`config.mk`:
```
export PLATFORM = sky130hd
export DESIGN_NAME = dragon_body_controller
export DESIGN_NICKNAME = d
export VERILOG_FILES = /design/src/rtl/dragon_pkg.sv /design/src/rtl/dragon_head_step.sv /design/src/rtl/dragon_body_controller.sv
export SDC_FILE = /design/constraint.sdc
export NUM_CORES = 1
export LEC_CHECK = 0
export BUFFER_PORTS_ARGS = -buffer_cell sky130_fd_sc_hd__buf_2
export CAP_MARGIN = 30
export CORE_UTILIZATION = 53
export DETAILED_ROUTE_END_ITERATION = 8
export PLACE_DENSITY = 0.76
export SLEW_MARGIN = 20
export SYNTH_ARGS = -nofsm -noshare
export SYNTH_HDL_FRONTEND = slang
export SYNTH_SLANG_ARGS = --single-unit
```
`constraint.sdc`:
```
create_clock -name clk -period 2.5 [get_ports clk]
set_input_delay 0.25 -clock clk [delete_from_list [all_inputs] [get_ports clk]]
set_output_delay 0.25 -clock clk [all_outputs]
set_load 0.1 [all_outputs]
```
`src/rtl/dragon_pkg.sv`:
```
// Shared types and helpers for the dragon body controller.
// Positions are packed {y, x}, one nibble each.
package dragon_pkg;

  localparam int POS_W        = 8;
  localparam int COORD_W      = 4;
  localparam int NUM_SEGMENTS = 7;
  localparam int GRID_W       = 16;
  localparam int GRID_H       = 12;
  localparam int LEN_W        = 3;

  typedef struct packed {
    logic [COORD_W-1:0] y;
    logic [COORD_W-1:0] x;
  } pos_t;

  typedef enum logic [1:0] {
    S_IDLE  = 2'd0,
    S_STEP  = 2'd1,
    S_SHIFT = 2'd2
  } state_t;

  function automatic pos_t pack_pos(input logic [COORD_W-1:0] y, input logic [COORD_W-1:0] x);
    pos_t p;
    p.y = y;
    p.x = x;
    return p;
  endfunction

  function automatic logic [COORD_W-1:0] pos_x(input pos_t p);
    return p.x;
  endfunction

  function automatic logic [COORD_W-1:0] pos_y(input pos_t p);
    return p.y;
  endfunction

  // Compared as int so the full-width grid dimension does not produce a
  // constant comparison on the 4-bit coordinate.
  function automatic logic [COORD_W-1:0] clamp_coord(input logic [COORD_W-1:0] c, input int lim);
    if (int'(c) > lim) return COORD_W'(lim);
    return c;
  endfunction

  function automatic logic [COORD_W-1:0] step_toward(input logic [COORD_W-1:0] c, input logic [COORD_W-1:0] t);
    if (c < t) return c + 4'd1;
    if (c > t) return c - 4'd1;
    return c;
  endfunction

  function automatic logic [NUM_SEGMENTS-1:0] active_mask(input logic [LEN_W-1:0] len);
    logic [NUM_SEGMENTS-1:0] m;
    for (int i = 0; i < NUM_SEGMENTS; i++) m[i] = (i < int'(len));
    return m;
  endfunction

endpackage

```
`src/rtl/dragon_head_step.sv`:
```
// Combinational head stepper: moves the head one cell toward the clamped
// target. Optional macro DRAGON_DIAGONAL_EN lets x and y step together;
// otherwise x is resolved first, then y.
module dragon_head_step
  import dragon_pkg::*;
(
  input  pos_t head_pos,
  input  pos_t target_pos,
  output pos_t next_head
);

  logic [COORD_W-1:0] tx, ty, hx, hy, nx, ny;

  // Clamp the target into the grid, then pick the single (or diagonal) step.
  always_comb begin
    tx = clamp_coord(pos_x(target_pos), GRID_W - 1);
    ty = clamp_coord(pos_y(target_pos), GRID_H - 1);
    hx = pos_x(head_pos);
    hy = pos_y(head_pos);
    nx = step_toward(hx, tx);
    ny = step_toward(hy, ty);
`ifdef DRAGON_DIAGONAL_EN
    next_head = pack_pos(ny, nx);
`else
    next_head = (hx != tx) ? pack_pos(hy, nx) : pack_pos(ny, hx);
`endif
  end

endmodule

```
`src/rtl/dragon_body_controller.sv`:
```
// Dragon head/body position controller. Steps the head toward target_pos
// every MOVE_PERIOD frame ticks and shifts the body behind it.
// Optional macro DRAGON_DIAGONAL_EN (in dragon_head_step) enables diagonal steps.
//
// state   | meaning
// S_IDLE  | waiting for a pending move request
// S_STEP  | capture the stepped head; skip the shift if it would not move
// S_SHIFT | shift body, load new head, pulse positions_valid
module dragon_body_controller
  import dragon_pkg::*;
#(
  parameter int         MOVE_PERIOD = 4,
  parameter logic [7:0] HEAD_START  = 8'h55
) (
  input  logic                            clk,
  input  logic                            reset,
  input  logic                            frame_tick,
  input  logic [POS_W-1:0]                target_pos,
  input  logic                            grow,
  input  logic                            shrink,
  output logic [NUM_SEGMENTS*POS_W-1:0]   segment_positions,
  output logic [NUM_SEGMENTS-1:0]         segment_active,
  output logic [LEN_W-1:0]                length,
  output logic                            positions_valid
);

  localparam int CNT_W = (MOVE_PERIOD > 1) ? $clog2(MOVE_PERIOD) : 1;

  logic [CNT_W-1:0] tick_cnt;
  logic             tick_fire;
  logic             move_req;
  state_t           state, state_nxt;
  pos_t             seg [NUM_SEGMENTS];
  pos_t             next_head;
  pos_t             step_pos;
  logic             consume, load_next, do_shift;
  logic [LEN_W-1:0] len_nxt;

  assign tick_fire = frame_tick && (tick_cnt == CNT_W'(MOVE_PERIOD - 1));

  dragon_head_step u_head_step (
    .head_pos   (seg[0]),
    .target_pos (target_pos),
    .next_head  (step_pos)
  );

  // Frame tick counter, free-running regardless of FSM state.
  always_ff @(posedge clk) begin
    if (!reset)          tick_cnt <= '0;
    else if (frame_tick) tick_cnt <= tick_fire ? '0 : tick_cnt + 1'b1;
  end

  // Sticky move request; a new request wins over consumption in the same cycle.
  always_ff @(posedge clk) begin
    if (!reset)         move_req <= 1'b0;
    else if (tick_fire) move_req <= 1'b1;
    else if (consume)   move_req <= 1'b0;
  end

  // FSM state register.
  always_ff @(posedge clk) begin
    if (!reset) state <= S_IDLE;
    else        state <= state_nxt;
  end

  // FSM next-state and control decode.
  always_comb begin
    state_nxt = state;
    consume   = 1'b0;
    load_next = 1'b0;
    do_shift  = 1'b0;
    case (state)
      S_IDLE: begin
        if (move_req) begin
          consume   = 1'b1;
          state_nxt = S_STEP;
        end
      end
      S_STEP: begin
        load_next = 1'b1;
        state_nxt = (step_pos == seg[0]) ? S_IDLE : S_SHIFT;
      end
      S_SHIFT: begin
        do_shift  = 1'b1;
        state_nxt = S_IDLE;
      end
      default: state_nxt = S_IDLE;
    endcase
  end

  // Segment shift register, captured head and update strobe.
  always_ff @(posedge clk) begin
    if (!reset) begin
      for (int i = 0; i < NUM_SEGMENTS; i++) seg[i] <= HEAD_START;
      next_head       <= HEAD_START;
      positions_valid <= 1'b0;
    end else begin
      positions_valid <= do_shift;
      if (load_next) next_head <= step_pos;
      if (do_shift) begin
        for (int i = 1; i < NUM_SEGMENTS; i++) seg[i] <= seg[i-1];
        seg[0] <= next_head;
      end
    end
  end

  // Saturating length update; simultaneous grow and shrink cancel.
  always_comb begin
    len_nxt = length;
    if (grow && !shrink && (length < LEN_W'(NUM_SEGMENTS))) len_nxt = length + 1'b1;
    else if (shrink && !grow && (length > LEN_W'(1)))       len_nxt = length - 1'b1;
  end

  // Length and active mask registered together.
  always_ff @(posedge clk) begin
    if (!reset) begin
      length         <= LEN_W'(1);
      segment_active <= NUM_SEGMENTS'(1);
    end else begin
      length         <= len_nxt;
      segment_active <= active_mask(len_nxt);
    end
  end

  for (genvar g = 0; g < NUM_SEGMENTS; g++) begin : g_bus
    assign segment_positions[g*POS_W +: POS_W] = seg[g];
  end

endmodule

```
==> flow_summary.ini, run 1 <==
[sta]
hold_viol_final = 0
setup-violations-final = 0
period_share_pct = 88.5
hold_ws_ns = 0.182
slew_headroom_pct = 65.4
setup_slack_ns = 0.288
max_freq_ghz = 0.452
rsz0062_at_grt = false
min_period_ns = 2.21
worst_pin_slew_ns = 0.515
clock_skew_ns = 0.0117
drv_slew = 0

[floorplan]
die-area_sq_um = 6830
row_count = 29
die_height_microns = 82.6
fp.dieW_microns = 82.6
start_util_pct = 54.6
ioPinCount = 80
core_sq_um = 6310

[power]
power.switching_mw = 0.780
seqPwrFrac_pct = 52.5
internal_power_mw = 1.94
pwr-share-clk_pct = 33.3
ir_drop_mv = 0.402
sw_frac_of_total_pct = 28.6
leakagePower_nw = 1.63
power.total_mw = 2.72
p_comb_share_pct = 14.2
pwr_density_cell_nw_per_um2 = 659

[synth]
synth_nets = 328
synth.distinct_cells = 45
synthArstFlopShare_pct = 0
yosys.area.top_type = edfxtp_1
netlist_area_sq_um = 3450
synth.area.top_cells = edfxtp_1 42%, dfxtp_1 18%, ha_1 5.8%, nand2b_1 4.4%, and2_1 4.0%
synth-edff-count = 48
synth_top_area_share_pct = 41.8
yosysSeqAreaShare_pct = 59.8
ys_ff_latch = 79
syn_area_per_cell_sq_um = 11.5
yosys_warnings = 0
syn_inst = 299
synth-main-ff-cell = edfxtp_1

[drt]
drt-initial-drc-count = 120
wl_per_cell_microns = 14.0
ant_nets = 0
dr.pass1.iters = 4
routed_via_density = 5.48
drc = 0
dr_total_vias = 2546
wl_mm = 6.52

[grt]
grt_pass1_vias = 2202
grt_max_degree = 53
antenna_found_initial = 0
grt_usage_pct = 19.7
overflow = 0
grt_pass1_wl_mm = 9.88

[placed_design]
dp.cells = 449
dp_hpwl_mm = 4.43
post-place-ws_ns = 0.314
port_buffers = 79
place_congestion = 0.905

[final_layout]
utilization_pct = 65.4
area_growth_pct = 19.8
multi_input_area_sq_um = 1260
final_net_count = 412
ff_latch_area_sq_um = 2060
fill_cells = 535
drive_above_1_share_pct = 28.1
stdcell_count = 465
diodes = 0

[critical_path]
crit_required_ns = 2.77
critPathLaunch = seg[0][1]
start_kind = flip-flop
rr_endpoint = next_head[3]
crit_type = reg2reg
worstReg2RegStart = seg[0][1]
reg2reg_depth = 6
crit_end = next_head[3]
worstPathArrival_ns = 2.48
reg2reg_slack_ns = 0.29
path_max_fanout = 7
crit_path_end_kind = flip-flop

[clock_tree]
hold_buffers = 0
cts_sinks = 79
clock_path_buffers = 2
h-tree-depth = 3
insertion_delay_ns = 0.35
cts-root-buf = clkbuf_8
cts_buffers = 9
cts_resized = 0
post_cts_buffers = 0
path_clk_slew_ns = 0.09
tritoncts = yes

[job]
drv_cap = 0

[status]
status = complete, no violations

[min_path]
hold_path_class = in2reg
==> through the flow <==
stage	cell area [sq um]	setup TNS [ns]
3_3_place_gp	3940	0
3_5_place_dp	3940	0
4_1_cts	4130	0
5_1_grt	4130	0
6_report	4130	0
2_1_floorplan	3450	-0.283
==> layout make-up <==
type / count / share of cell area [%]
Clock inverter: 6 / 1.48
Multi-Input combinational cell: 190 / 30.5
Inverter: 18 / 1.64
Sequential cell: 79 / 50.0
Clock buffer: 10 / 3.09
Timing Repair Buffer: 85 / 11.0
Tap cell: 77 / 2.33
==> cell usage after synthesis (4+ instances only) <==
cell type / number
inv_1: 18
a21oi_1: 10
a21o_1: 7
nand2b_1: 24
o21ai_0: 13
nand4_1: 7
edfxtp_1: 48
dfxtp_1: 31
a22o_1: 4
nand2_1: 16
nand3_1: 11
nor3_1: 6
and2_1: 22
o22a_1: 4
nor2b_1: 4
ha_1: 16
clkbuf_1: 9
nor2_1: 13
==> power groups by stage <==
| stage | Combinational [mW] | Sequential [mW] | Clock [mW] |
|---|---|---|---|
| after floorplan | 0.125 | 1.65 | 0 |
| after global placement | 0.379 | 1.46 | 0 |
| after detailed placement | 0.386 | 1.46 | 0 |
| after CTS | 0.387 | 1.43 | 0.935 |
| after global routing | 0.412 | 1.43 | 0.991 |
| final | 0.387 | 1.43 | 0.906 |
==> state kept, by name, indices dropped and copies added (netlist names) <==
register and count:
length 2, tick_cnt 2, seg 56, state 2, positions_valid 1, segment_active 7, next_head 8, move_req 1
==> layout by cell type, fill, tap and decap left out, types with 2 or more instances in the layout <==
cell and count:
and4_1 3, and3_1 2, and2_1 22, nor2_1 13
a21oi_1 10, inv_1 16, or3_1 2, nor3_1 6
o32ai_1 2, buf_4 5, dfxtp_1 30, nand2b_1 24
clkbuf_8 9, a21o_1 7, nand3_1 11, edfxtp_1 48
clkinv_2 3, nor2b_1 4, a211oi_1 2, o21ai_0 13
buf_2 79, mux2i_1 2, o22a_1 4, ha_1 16
a31oi_1 3, inv_2 2, a22o_1 4, nand2_1 16
nand4_1 7
==> worst max-delay path, cell delays in order, from the launching register on <==
cell,delay (ns)
edfxtp_1,0.50
ha_1,0.37
nor2b_1,0.15
o211a_1,0.28
or4_4,0.53
a21o_1,0.17
a31oi_1,0.15
==> metal layers <==
layer	GRT usage, %	vias to the layer above	wire length (microns)
li1	-	1251	-
met1	25.7	1213	3020
met2	31.4	76	3050
met3	5.38	6	371
met4	7.24	0	74
met5	0	-	0
==> worst min path at each step <==
stage,from,end,slack (ns),cells past startpoint
finish,frame_tick,move_req,0.18,3
global route,frame_tick,move_req,0.18,3
CTS,frame_tick,move_req,0.17,3
detailed placement,next_head[5],next_head[5],0.46,2
global placement,seg[5][2],seg[6][2],0.45,1
floorplan,frame_tick,move_req,0.39,2
==> kinds of logic after synthesis <==
family                     share of synthesized area [%]
AOI/OAI and AO/OA                                   11.2
xor gates and xnor gates                           0.254
adders and majority gates                           5.81
buffers and inverters                               3.63
DFF                                                 59.8
muxes                                              0.581
and+or+nand+nor                                     18.7
Power figures use the tool's default switching activity.
==> run 2, diff against run 1 <==
SLEW_MARGIN = unset   (was 20)
clock period = 2.4 ns   (was 2.5 ns; I/O delays follow)
==> flow_summary.ini, run 2 (same netlist as run 1, synthesis figures left out) <==
[sta]
rsz0062_at_grt = false
slew_headroom_pct = 67.0
tns_ns = 0
setup-violations-final = 0
min_period_ns = 2.19
clock_skew_ns = 0.00770
worst_pin_slew_ns = 0.492
setup_slack_ns = 0.208
period_share_pct = 91.4
drv_slew = 0
hold_ws_ns = 0.183
max_freq_ghz = 0.456
hold_viol_final = 0

[placed_design]
dpl_cell_area_sq_um = 3980
dp.cells = 452
dp_hpwl_mm = 4.64
place_congestion = 0.864
post-place-ws_ns = 0.226
port_buffers = 79

[critical_path]
crit_family = simple AND/OR/NAND/NOR gates
crit_type = reg2reg
crit_required_ns = 2.68
cp_slowest_cell = or4_4
cpPeakStageDelay_ns = 0.53
path_cells = ha_1 -> nor2b_1 -> o211a_1 -> or4_4 -> a21o_1 -> a31oi_1
crit_path_end_kind = flip-flop
path_max_fanout = 7
reg2reg_slack_ns = 0.21
rr_endpoint = next_head[3]
worstReg2RegStart = seg[0][1]
start_kind = flip-flop
worstPathArrival_ns = 2.47
cp.depth = 6
cp_num_buf_inv = 0
reg2reg_depth = 6

[min_path]
hold_depth = 3
hold_path_class = in2reg
holdPathEnd = move_req
hp-start = frame_tick

[final_layout]
diodes = 0
top_regs = seg x56, next_head x8, segment_active x7
fill_cells = 511
final_cell_area_sq_um = 4150
mostFrequentLayoutCell = buf_2
area_growth_pct = 20.4
utilization_pct = 65.8
multi_input_area_sq_um = 1270
largest_reg_flops = 56
stdcell_count = 468
ff_latch_area_sq_um = 2060
regMostFlops = seg
drive_above_1_share_pct = 28.9
final_net_count = 415
final_cell_mix = 79 x buf_2, 48 x edfxtp_1, 30 x dfxtp_1

[status]
status = complete, no violations

[clock_tree]
cts_sinks = 79
hold_buffers = 0
insertion_delay_ns = 0.35
cts-root-buf = clkbuf_8
cts_resized = 0
tritoncts = yes
h-tree-depth = 3
post_cts_buffers = 0
clock_path_buffers = 2
cts_buffers = 9
path_clk_slew_ns = 0.07

[drt]
highest_layer = met4
dr_wl_met3_microns = 325
wl_met2_mm = 3.12
dr.pass1.iters = 5
wl_met1_mm = 3.06
routed_via_density = 5.41
drt-initial-drc-count = 171
dr_total_vias = 2530
drc = 0
wl_per_cell_microns = 14.1
wl_mm = 6.61
ant_nets = 0

[floorplan]
start_util_pct = 54.6
ioPinCount = 80
core_sq_um = 6310
row_count = 29
die-area_sq_um = 6830
fp.dieW_microns = 82.6
die_height_microns = 82.6

[grt]
grt_usage_pct = 20.1
antenna_found_initial = 0
grt_pass1_vias = 2181
grt_pass1_wl_mm = 10.0
grt_max_degree = 47
overflow = 0

[power]
ir_drop_mv = 0.363
leakagePower_nw = 1.63
power.total_mw = 2.78
pwr_density_cell_nw_per_um2 = 669

[job]
drv_cap = 0
## run 2: how the worst max path moves through the flow
stage	to	slack (ns)	start
2_1_floorplan	next_head[3]	-0.25	seg[0][1]
3_3_place_gp	next_head[3]	0.32	seg[0][1]
3_5_place_dp	next_head[3]	0.23	seg[0][1]
4_1_cts	next_head[3]	0.22	seg[0][1]
5_1_grt	next_head[2]	0.13	seg[0][1]
6_report	next_head[3]	0.21	seg[0][1]
## run 2: final cells by class
type,count,share of cell area (%)
clock inverters,5,0.784
multi-input cells,190,30.7
clock buffers,11,3.41
inverters,18,1.63
flip-flops and latches,79,49.7
repair buffers,88,11.5
well taps,77,2.32
## run 2: where the power goes
part	total (mW)	internal, mW	switching, mW
Combinational	0.414	0.0878	0.327
Clock	0.879	0.402	0.477
Sequential	1.48	1.46	0.0195
## run 2: worst min-delay path, delay by kind of cell
family / cells / cell delay [ns]
simple gates: 1 / 0.06
compound gates: 1 / 0.06
buf+inv: 1 / 0.12
## run 2: layer usage
| layer | global-route usage (%) | vias to the layer above |
|---|---|---|
| li1 | - | 1253 |
| met2 | 31.8 | 82 |
| met3 | 4.95 | 12 |
| met1 | 25.6 | 1183 |
| met4 | 10.0 | 0 |
| met5 | 0 | - |
